## config.mk

```make
export PLATFORM = sky130hd
export DESIGN_NAME = uart_cmd_wbm
export DESIGN_NICKNAME = d
export VERILOG_FILES = /design/src/rtl/uart_cmd_wbm.sv
export SDC_FILE = /design/constraint.sdc
export NUM_CORES = 1
export LEC_CHECK = 0
export CAP_MARGIN = 20
export CELL_PAD_IN_SITES_DETAIL_PLACEMENT = 0
export CELL_PAD_IN_SITES_GLOBAL_PLACEMENT = 1
export CORE_ASPECT_RATIO = 1.4
export CORE_MARGIN = 5
export CORE_UTILIZATION = 41
export CTS_CLUSTER_SIZE = 10
export DETAILED_ROUTE_END_ITERATION = 8
export PLACE_DENSITY = 0.79
export SLEW_MARGIN = 20
export SYNTH_ARGS = -nofsm -noshare
export SYNTH_HDL_FRONTEND = slang
export SYNTH_SLANG_ARGS = --single-unit
```

## constraint.sdc

```tcl
create_clock -name app_clk -period 3.7 [get_ports app_clk]
set_input_delay 0.925 -clock app_clk [delete_from_list [all_inputs] [get_ports app_clk]]
set_output_delay 0.925 -clock app_clk [all_outputs]
set_load 0.005 [all_outputs]
```

## src/rtl/uart_cmd_wbm.sv

```systemverilog
// UART command engine: parses ASCII "wm <adr> <dat>\n" / "rm <adr>\n" commands,
// runs one 32-bit Wishbone master transfer and streams back the ASCII response.
module uart_cmd_wbm #(
   parameter int unsigned TO_CYC = 1023,
   parameter int unsigned TO_W   = 10
) (
   input  logic        app_clk,
   input  logic        arst_n,
   input  logic        rx_vld,
   input  logic [7:0]  rx_data,
   input  logic        tx_rdy,
   output logic        tx_vld,
   output logic [7:0]  tx_data,
   output logic        wbm_cyc_o,
   output logic        wbm_stb_o,
   output logic        wbm_we_o,
   output logic [31:0] wbm_adr_o,
   output logic [31:0] wbm_dat_o,
   output logic [3:0]  wbm_sel_o,
   input  logic [31:0] wbm_dat_i,
   input  logic        wbm_ack_i,
   input  logic        wbm_err_i,
   output logic        rx_drop
);

   typedef enum logic [2:0] {StIdle, StC2, StS1, StAdr, StDat, StDisc, StWb, StRsp} state_t;
   typedef enum logic [1:0] {RspOk, RspEr, RspRd} rsp_t;

   localparam logic [7:0] ChLf = 8'h0a;
   localparam logic [7:0] ChCr = 8'h0d;
   localparam logic [7:0] ChSp = 8'h20;
   localparam logic [7:0] ChW  = 8'h77;
   localparam logic [7:0] ChR  = 8'h72;
   localparam logic [7:0] ChM  = 8'h6d;
   localparam logic [TO_W-1:0] ToLast = TO_W'(TO_CYC - 1);

   state_t          state;
   rsp_t            rsp_kind;
   logic [3:0]      rsp_idx;
   logic [3:0]      ndig;
   logic            op_wr;
   logic [31:0]     acc_adr;
   logic [31:0]     acc_dat;
   logic [31:0]     rd_data;
   logic [TO_W-1:0] to_cnt;

   logic       hex_ok;
   logic [3:0] hex_nib;
   logic       byte_in;
   state_t     err_next;
   logic [3:0] rsp_last;

   function automatic logic [7:0] hex_char(input logic [3:0] n);
      return (n < 4'd10) ? (8'h30 + {4'h0, n}) : (8'h57 + {4'h0, n});
   endfunction

   function automatic logic [7:0] rsp_char(input rsp_t kind, input logic [3:0] idx,
                                           input logic [31:0] d);
      logic [31:0] s;
      s = d << {idx, 2'b00};
      unique case (kind)
         RspRd:   return (idx == 4'd8) ? ChLf : hex_char(s[31:28]);
         RspOk:   return (idx == 4'd0) ? 8'h6f : (idx == 4'd1) ? 8'h6b : ChLf;
         default: return (idx == 4'd0) ? 8'h65 : (idx == 4'd1) ? 8'h72 : ChLf;
      endcase
   endfunction

   // Decode the incoming byte as a case-insensitive hex digit.
   always_comb begin
      hex_ok  = 1'b1;
      hex_nib = 4'h0;
      if (rx_data >= 8'h30 && rx_data <= 8'h39)      hex_nib = 4'(rx_data - 8'h30);
      else if (rx_data >= 8'h61 && rx_data <= 8'h66) hex_nib = 4'(rx_data - 8'h57);
      else if (rx_data >= 8'h41 && rx_data <= 8'h46) hex_nib = 4'(rx_data - 8'h37);
      else                                           hex_ok  = 1'b0;
   end

   // CR is invisible to the parser; a malformed LF jumps straight to the error reply.
   assign byte_in  = rx_vld && (rx_data != ChCr);
   assign err_next = (rx_data == ChLf) ? StRsp : StDisc;
   assign rsp_last = (rsp_kind == RspRd) ? 4'd8 : 4'd2;

   assign wbm_adr_o = acc_adr;
   assign wbm_dat_o = acc_dat;

   // Parser, Wishbone master and response sequencer in one registered FSM.
   always_ff @(posedge app_clk or negedge arst_n) begin
      if (!arst_n) begin
         state     <= StIdle;
         rsp_kind  <= RspEr;
         rsp_idx   <= 4'd0;
         ndig      <= 4'd0;
         op_wr     <= 1'b0;
         acc_adr   <= 32'h0;
         acc_dat   <= 32'h0;
         rd_data   <= 32'h0;
         to_cnt    <= '0;
         tx_vld    <= 1'b0;
         tx_data   <= 8'h0;
         wbm_cyc_o <= 1'b0;
         wbm_stb_o <= 1'b0;
         wbm_we_o  <= 1'b0;
         wbm_sel_o <= 4'h0;
         rx_drop   <= 1'b0;
      end else begin
         rx_drop <= rx_vld && (state == StWb || state == StRsp);
         case (state)
            StIdle: begin
               rsp_idx  <= 4'd0;
               rsp_kind <= RspEr;
               if (byte_in) begin
                  if (rx_data == ChW || rx_data == ChR) begin
                     op_wr <= (rx_data == ChW);
                     state <= StC2;
                  end else if (rx_data != ChLf) begin
                     state <= StDisc;
                  end
               end
            end
            StC2: if (byte_in) state <= (rx_data == ChM) ? StS1 : err_next;
            StS1: begin
               if (byte_in) begin
                  if (rx_data == ChSp) begin
                     state   <= StAdr;
                     acc_adr <= 32'h0;
                     ndig    <= 4'd0;
                  end else begin
                     state <= err_next;
                  end
               end
            end
            StAdr: begin
               if (byte_in) begin
                  if (hex_ok) begin
                     if (ndig == 4'd8) state <= StDisc;
                     else begin
                        acc_adr <= {acc_adr[27:0], hex_nib};
                        ndig    <= ndig + 4'd1;
                     end
                  end else if (rx_data == ChSp && ndig != 4'd0 && op_wr) begin
                     state   <= StDat;
                     acc_dat <= 32'h0;
                     ndig    <= 4'd0;
                  end else if (rx_data == ChLf && ndig != 4'd0 && !op_wr) begin
                     state     <= StWb;
                     wbm_cyc_o <= 1'b1;
                     wbm_stb_o <= 1'b1;
                     wbm_we_o  <= 1'b0;
                     wbm_sel_o <= 4'hf;
                     to_cnt    <= '0;
                  end else begin
                     state <= err_next;
                  end
               end
            end
            StDat: begin
               if (byte_in) begin
                  if (hex_ok) begin
                     if (ndig == 4'd8) state <= StDisc;
                     else begin
                        acc_dat <= {acc_dat[27:0], hex_nib};
                        ndig    <= ndig + 4'd1;
                     end
                  end else if (rx_data == ChLf && ndig != 4'd0) begin
                     state     <= StWb;
                     wbm_cyc_o <= 1'b1;
                     wbm_stb_o <= 1'b1;
                     wbm_we_o  <= 1'b1;
                     wbm_sel_o <= 4'hf;
                     to_cnt    <= '0;
                  end else begin
                     state <= err_next;
                  end
               end
            end
            StDisc: if (rx_vld && rx_data == ChLf) state <= StRsp;
            StWb: begin
               // err beats ack when both arrive together
               if (wbm_err_i || wbm_ack_i || to_cnt == ToLast) begin
                  state     <= StRsp;
                  wbm_cyc_o <= 1'b0;
                  wbm_stb_o <= 1'b0;
                  wbm_we_o  <= 1'b0;
                  wbm_sel_o <= 4'h0;
                  to_cnt    <= '0;
                  if (wbm_err_i || !wbm_ack_i) begin
                     rsp_kind <= RspEr;
                  end else begin
                     rsp_kind <= op_wr ? RspOk : RspRd;
                     if (!op_wr) rd_data <= wbm_dat_i;
                  end
               end else begin
                  to_cnt <= to_cnt + 1'b1;
               end
            end
            StRsp: begin
               if (!tx_vld) begin
                  tx_vld  <= 1'b1;
                  tx_data <= rsp_char(rsp_kind, rsp_idx, rd_data);
               end else if (tx_rdy) begin
                  if (rsp_idx == rsp_last) begin
                     tx_vld <= 1'b0;
                     state  <= StIdle;
                  end else begin
                     rsp_idx <= rsp_idx + 4'd1;
                     tx_data <= rsp_char(rsp_kind, rsp_idx + 4'd1, rd_data);
                  end
               end
            end
            default: state <= StIdle;
         endcase
      end
   end

endmodule

```

### Word-level counts from Yosys, hierarchy flattened

Index checks and enable logic that the tools add are counted.
W data, S select, Z words.

| operators by class | value |
|---|---|
| $add $sub $neg | 10 |
| order comparisons | 8 |
| equal/unequal tests | 48 |
| shift operators | 2 |
| mux-type cells | 111 |
| bitwise operators | 2 |
| reduce and logical (&&, ||, !) cells | 39 |

Operators with widths:

| cell | number |
|---|---|
| $mux W32 | 11 |
| $pmux W32 S2 | 2 |
| $mux W4 | 23 |
| $mux W10 | 8 |
| $shl A32 B6 Y32 | 2 |
| $mux W7 | 8 |
| $mux W8 | 7 |
| $mux W3 | 17 |
| $ne A2 B2 Y1 const B | 22 |
| $pmux W8 S2 | 2 |
| $pmux W10 S3 | 1 |
| $eq A8 B7 Y1 const B | 3 |
| $pmux W3 S8 | 1 |
| $pmux W4 S3 | 2 |
| $mux W1 | 18 |
| $add A7 B4 Y8 const A | 2 |
| $ge A8 B7 Y1 const B | 2 |
| $le A8 B7 Y1 const B | 2 |
| $ne A8 B4 Y1 const B | 2 |
| $add A6 B4 Y7 const A | 2 |
| $mux W2 | 7 |
| $reduce_and A7 Y1 | 2 |
| $eq A3 B3 Y1 const B | 4 |
| $eq A4 B4 Y1 const B | 3 |
| other kinds (37) | 67 |

| storage, ports and cells | value |
|---|---|
| bits in registers | 136 |
| input bits | 46 |
| output and inout bits | 81 |
| word-level logic and storage cells | 235 |

### Logic depth before layout (Yosys ltp)

| logic depth | value |
|---|---|
| word-level depth | 9 |
| mapped depth | 12 |
| depth with buffers taken out | 9 |

### Worst setup path before layout

Ideal clock, no wire load.

| timing | value |
|---|---|
| path kind | reg-to-reg |
| from | register rsp_idx[0] |
| to | register tx_data[2] |
| setup time | 0.077 ns |
| data arrival time | 3.225 ns |
| required time | 3.623 ns |
| path slack | 0.398 ns |
| stages on the path, launching flop included | 12 |
| path buffers | 2 |
| clock period less this slack | 3.302 ns |
| cells stage by stage | dfrtp_1 -> buf_1 -> inv_1 -> ha_1 -> buf_2 -> mux4_2 -> mux2_2 -> nand2_1 -> ha_1 -> nand3_1 -> or4b_1 -> a21oi_1 |

| between the ends | value |
|---|---|
| longest elaborated chain between the ends | 9 |
| elaborated cells on any way between the ends | 29 |
| classes of those cells | 5 x add/sub; 2 x order compare; 4 x eq/ne; 2 x shift; 13 x mux; 3 x reduce/logical |

RTL lines:

| what | RTL line | text |
|---|---|---|
| start, declared | 39 | `logic [3:0] rsp_idx;` |
| start signal, assigned | 205 | `rsp_idx <= rsp_idx + 4'd1;` |
| $add A4 B1 Y4 | 206 | `tx_data <= rsp_char(rsp_kind, rsp_idx + 4'd1, rd_data);` |
| $shl A32 B6 Y32 | 60 | `s = d << {idx, 2'b00};` |
| $add A7 B4 Y8 (tied with other cells) | 54 | `return (n < 4'd10) ? (8'h30 + {4'h0, n}) : (8'h57 + {4'h0, n});` |
| $mux W8 | 54 |  |
| $mux W8 | 62 | `RspRd: return (idx == 4'd8) ? ChLf : hex_char(s[31:28]);` |
| $pmux W8 S2 | 61 | `unique case (kind)` |
| $mux W8 | 201 | `if (rsp_idx == rsp_last) begin` |
| $mux W8 | 200 | `end else if (tx_rdy) begin` |
| $mux W8 | 197 | `if (!tx_vld) begin` |
| end signal, assigned | 199 | `tx_data <= rsp_char(rsp_kind, rsp_idx, rd_data);` |
| end signal, assigned | 206 |  |
| end, declared | 13 | `output logic [7:0] tx_data,` |

Several ways; a longest one is shown, not always the timed one. The select of a mux whose other input is x is not followed.
A chain may end at the register's enable or synchronous reset.

### Final worst setup path

| timing | value |
|---|---|
| from | input rx_data[7] |
| to | register acc_adr[1] (netlist: wbm_adr_o[1]) |

| between the ends | value |
|---|---|
| longest elaborated chain between the ends | 9 |
| elaborated cells on any way between the ends | 27 |
| classes of those cells | 6 x order compare; 6 x eq/ne; 10 x mux; 5 x reduce/logical |

RTL lines:

| what | RTL line | text |
|---|---|---|
| start, declared | 10 | `input logic [7:0] rx_data,` |
| $ge A8 B7 Y1 or $le A8 B7 Y1 (tied branches) | 74 | `else if (rx_data >= 8'h41 && rx_data <= 8'h46) hex_nib = 4'(rx_data - 8'h37);` |
| $logic_and A1 B1 Y1 | 74 |  |
| $mux W4 | 74 |  |
| $mux W4 | 73 | `else if (rx_data >= 8'h61 && rx_data <= 8'h66) hex_nib = 4'(rx_data - 8'h57);` |
| $mux W4 | 72 | `if (rx_data >= 8'h30 && rx_data <= 8'h39) hex_nib = 4'(rx_data - 8'h30);` |
| $mux W32 | 135 | `if (ndig == 4'd8) state <= StDisc;` |
| $mux W32 | 134 | `if (hex_ok) begin` |
| $mux W32 | 133 | `if (byte_in) begin` |
| $pmux W32 S2 | 107 | `case (state)` |
| end signal, assigned | 137 | `acc_adr <= {acc_adr[27:0], hex_nib};` |
| end, declared | 42 | `logic [31:0] acc_adr;` |

Several ways; a longest one is shown, not always the timed one. The select of a mux whose other input is x is not followed.

==> results.txt <==
Data on the critical path arrives at its endpoint at 3.59 ns. For the number of global-route vias before repair, the log shows 6130. The last weighted congestion value of the routability-driven placer was 0.934; the slew at the pin closest to its max-slew limit was 0.869 ns. After clock tree synthesis, the setup repair step added 0 buffers.

In this run the worst path has a maximum fanout of 64. Adding up every negative setup slack in the final design gives 0 ns. In this run, synthesis inferred 0 flip-flops with an integrated enable.

The path type of the worst setup path is in2reg. In this run the tightest slew margin relative to its limit is 42.1%. Registers are responsible for 33.9% of the overall power. The worst voltage drop across the vdd grid is 0.325 mV, and the number of hold violations in the final report is 0. After legalization and detailed placement, the total HPWL measured 13800 um. For the finished layout, the period the worst path requires is 3.27 ns. Leaving out fill and tap cells, the most frequent cell in the layout is nand2_1. The chip width was 122 um. Setup repair after global routing left no endpoint under its margin.

Hold repair after CTS inserted 0 buffers. Summed over all cells, the static leakage comes to 0.00369 uW. Counting flops and latches in the post-synthesis netlist gives 131. The clock drives 131 sinks. The initial antenna violation count was 0.

The tools report the endpoint of the lowest-slack register-to-register path as tx_data[3]. A synthesized cell averages 9.46 um^2. Setup violations remaining at the end of the flow were counted as 0. The warning count from the yosys run was 0.

Combinational cells account for 38.6% of the total power. The proportion of layout cells with a drive suffix above 1 was 13.5%. The detail route stage leaves a number of antenna-violating nets equal to 0. The startpoint identified for the worst register-to-register timing path is rsp_idx[0]. After detailed routing, the number of remaining DRC violations is 0. Setup slack on the worst reg-to-reg path comes out at 0.60 ns. From synthesis to final layout, the design area changed by 29.9%. Among all flip-flop cells after synthesis, the most frequent one is dfrtp_1. The number of clock buffers added by TritonCTS is 17. In the synthesized netlist, the number of instances is 757. In this run the power density over the cells is 648 nW/um^2. The deepest clock path buffer count was 2. The worst min-delay path startpoint was tx_data[6].

The internal power of the cells totals 3780 uW. The run finished with clean final reports. Across the run, the number of max-cap violations was 0. The clock latency reported for the late side of the worst-skew pair was 0.43 ns; the achievable clock frequency was 0.306 GHz. Per report_power, the clock group accounts for 27.5% of the total. The number of pins with negative max-slew slack in the final report was 0.

The worst path uses 88.3% of the clock period. The number of cells on the worst reg-to-reg path is 8. 0 antenna diodes ended up in the layout. After floorplanning, the core was sized to cover 17300 um^2.

The cell area that synthesis handed to floorplanning was 7160 um^2. Of all flip-flops after synthesis, the portion carrying an async set or reset was 100%. The worst setup path is captured at a register.

The routed layout has 6104 vias. The cell sitting at the root of the clock tree is a clkbuf_16. The clock-pin slew on the worst setup and hold paths works out to 0.06 ns. The proportion of netlist area held by the largest area contributor was 45.4%; the required time at the worst-slack endpoint was 4.03 ns.

The first global-routing pass estimated 31300 um of wire. The tools report the worst clock skew on the final layout as 0.00766 ns. When the netlist entered floorplanning its net count stood at 817. The run gives 45.8% as the portion of the post-synthesis area used by sequential elements. After floorplanning, the core was divided into 57 placement rows.

The die is 166 um tall. For hold timing, the worst endpoint is tx_data[6]. CTS built an H-tree with a depth of 4.

On the final layout, the worst hold slack is 0.479 ns. The cell accounting for the most synthesized area was dfrtp_1. For the net switching power of the design, the log shows 2250 uW. The tools report the initial detailed-routing violation count as 322. 127 I/O pins were placed. The worst hold path belongs to the class reg2reg. The average vias per placed instance was 5.44; the hold path depth was 2. For the detailed-route wire length, the log shows 18900 um. The pre-antenna-repair detailed-routing pass consisted of 5 iterations. Net switching is 37.3% of the power. The top cell types in the final layout, fill and taps aside, are 157 x nand2_1, 130 x dfrtp_1, 124 x clkdlybuf4s50_1, 66 x o21ai_1, 36 x mux2_2. By area the synthesized netlist is led by dfrtp_1 45%, nand2_1 8.2%, mux2_2 5.7%, o21ai_1 4.7%, mux4_2 3.8%. For this run, the post-layout net count is 933. Post-CTS repair changed the size of 0 cells. For the total global-route track usage, the log shows 19.2%.

For this configuration, the core starts out at a cell density of 41.5%. The tools report the kind of launch point of the worst setup path as an input port. Dividing the detail-routed wire length by the instance count gives 16.9 um. Entering global routing, the biggest net connects 109 pins. Count of cell types in the netlist: 74. During placement, the flow inserted port buffers numbering 125.

TritonCTS built the clock tree. The floorplan step defined a die boundary enclosing 20200 um^2. For this run the aggregate overflow at the end of global routing stands at 0.
## state kept, by name (all words and copies together), names as in the netlist, 3 cells and up
signal	cells
rd_data	32
wbm_adr_o	32
wbm_dat_o	32
to_cnt	10
tx_data	7
ndig	4
rsp_idx	4
state	3
## layout make-up
type | count | area [um^2]
Fill cell | 1586 | 7960
Clock buffer | 17 | 425
Clock inverter | 15 | 165
Multi-Input combinational cell | 551 | 3580
Tap cell | 236 | 295
Inverter | 22 | 82.6
Sequential cell | 131 | 3280
Timing Repair Buffer | 150 | 1470
## critical path: stages
cell	delay, ns
clkdlybuf4s50_1	0.48
or3b_1	0.46
or4_1	0.66
a211oi_1	0.36
o211ai_1	0.20
buf_12	0.23
o31ai_1	0.27
## through the flow
stage | cell area [um^2] | std cells | power, uW | utilization, % | setup slack, ns
3_5_place_dp | 8710 | 1090 | 4370 | 50.4 | 0.0252
5_1_grt | 9300 | 1122 | 6400 | 53.9 | 0.284
2_1_floorplan | 7160 | 757 | 3400 | - | 0.398
4_1_cts | 9300 | 1122 | 6070 | 53.9 | 0.436
3_3_place_gp | 8710 | 1090 | 4310 | 50.4 | 0.0470
6_report | 9300 | 1122 | 6020 | 53.9 | 0.432
## logic make-up after synthesis
logic type	after synthesis	synth area share [%]
adders and majority gates	14	2.45
xor gates and xnor gates	4	0.594
DFF	131	45.8
buffers and inverters	75	4.39
AOI/OAI and AO/OA	200	18.4
other	1	0.0524
and+or+nand+nor	272	17.2
muxes	60	11.1
## how the worst max path moves through the flow
stage,startpoint,end,slack [ns],depth (start not counted)
2_1_floorplan,rsp_idx[0],tx_data[2],0.40,11
5_1_grt,rx_data[7],wbm_adr_o[2],0.28,7
3_3_place_gp,rx_data[0],wbm_adr_o[3],0.05,9
3_5_place_dp,rx_data[7],wbm_adr_o[3],0.03,7
6_report,rx_data[7],wbm_adr_o[1],0.43,7
4_1_cts,rx_data[7],wbm_adr_o[2],0.44,7
## layer usage
metal | up-vias | part of all wire [%] | track usage [%] | wire [um]
li1 | 2954 | - | - | -
met3 | 43 | 3.7 | 3.58 | 691
met4 | 0 | 3.0 | 8.14 | 575
met5 | - | 0 | 0 | 0
met2 | 145 | 53 | 33.3 | 9940
met1 | 2962 | 41 | 22.9 | 7700
## cells in the mapped netlist, types with 6 or more instances
| cell type | n |
|---|---|
| o21ai_0 | 14 |
| nor2b_1 | 7 |
| a211oi_1 | 7 |
| buf_2 | 8 |
| a21oi_1 | 25 |
| mux2i_1 | 12 |
| mux2_2 | 36 |
| buf_4 | 6 |
| dfrtp_1 | 130 |
| nor3_1 | 15 |
| a211o_1 | 6 |
| inv_1 | 21 |
| ha_1 | 14 |
| nand3_1 | 20 |
| nor4_1 | 6 |
| nor2_1 | 26 |
| clkbuf_1 | 34 |
| o21ai_1 | 67 |
| o31ai_1 | 15 |
| nor3b_1 | 6 |
| nand2_1 | 157 |
| mux4_2 | 12 |
| a31oi_1 | 11 |
## power by group through the flow
stage               clock, uW  sequential, uW  combinational [uW]
floorplan                   0            1930                1470
global placement            0            2040                2270
detailed placement          0            2060                2310
CTS                      1700            2040                2330
global route             1760            2090                2550
finish                   1660            2040                2330
Power figures use the tool's default switching activity.
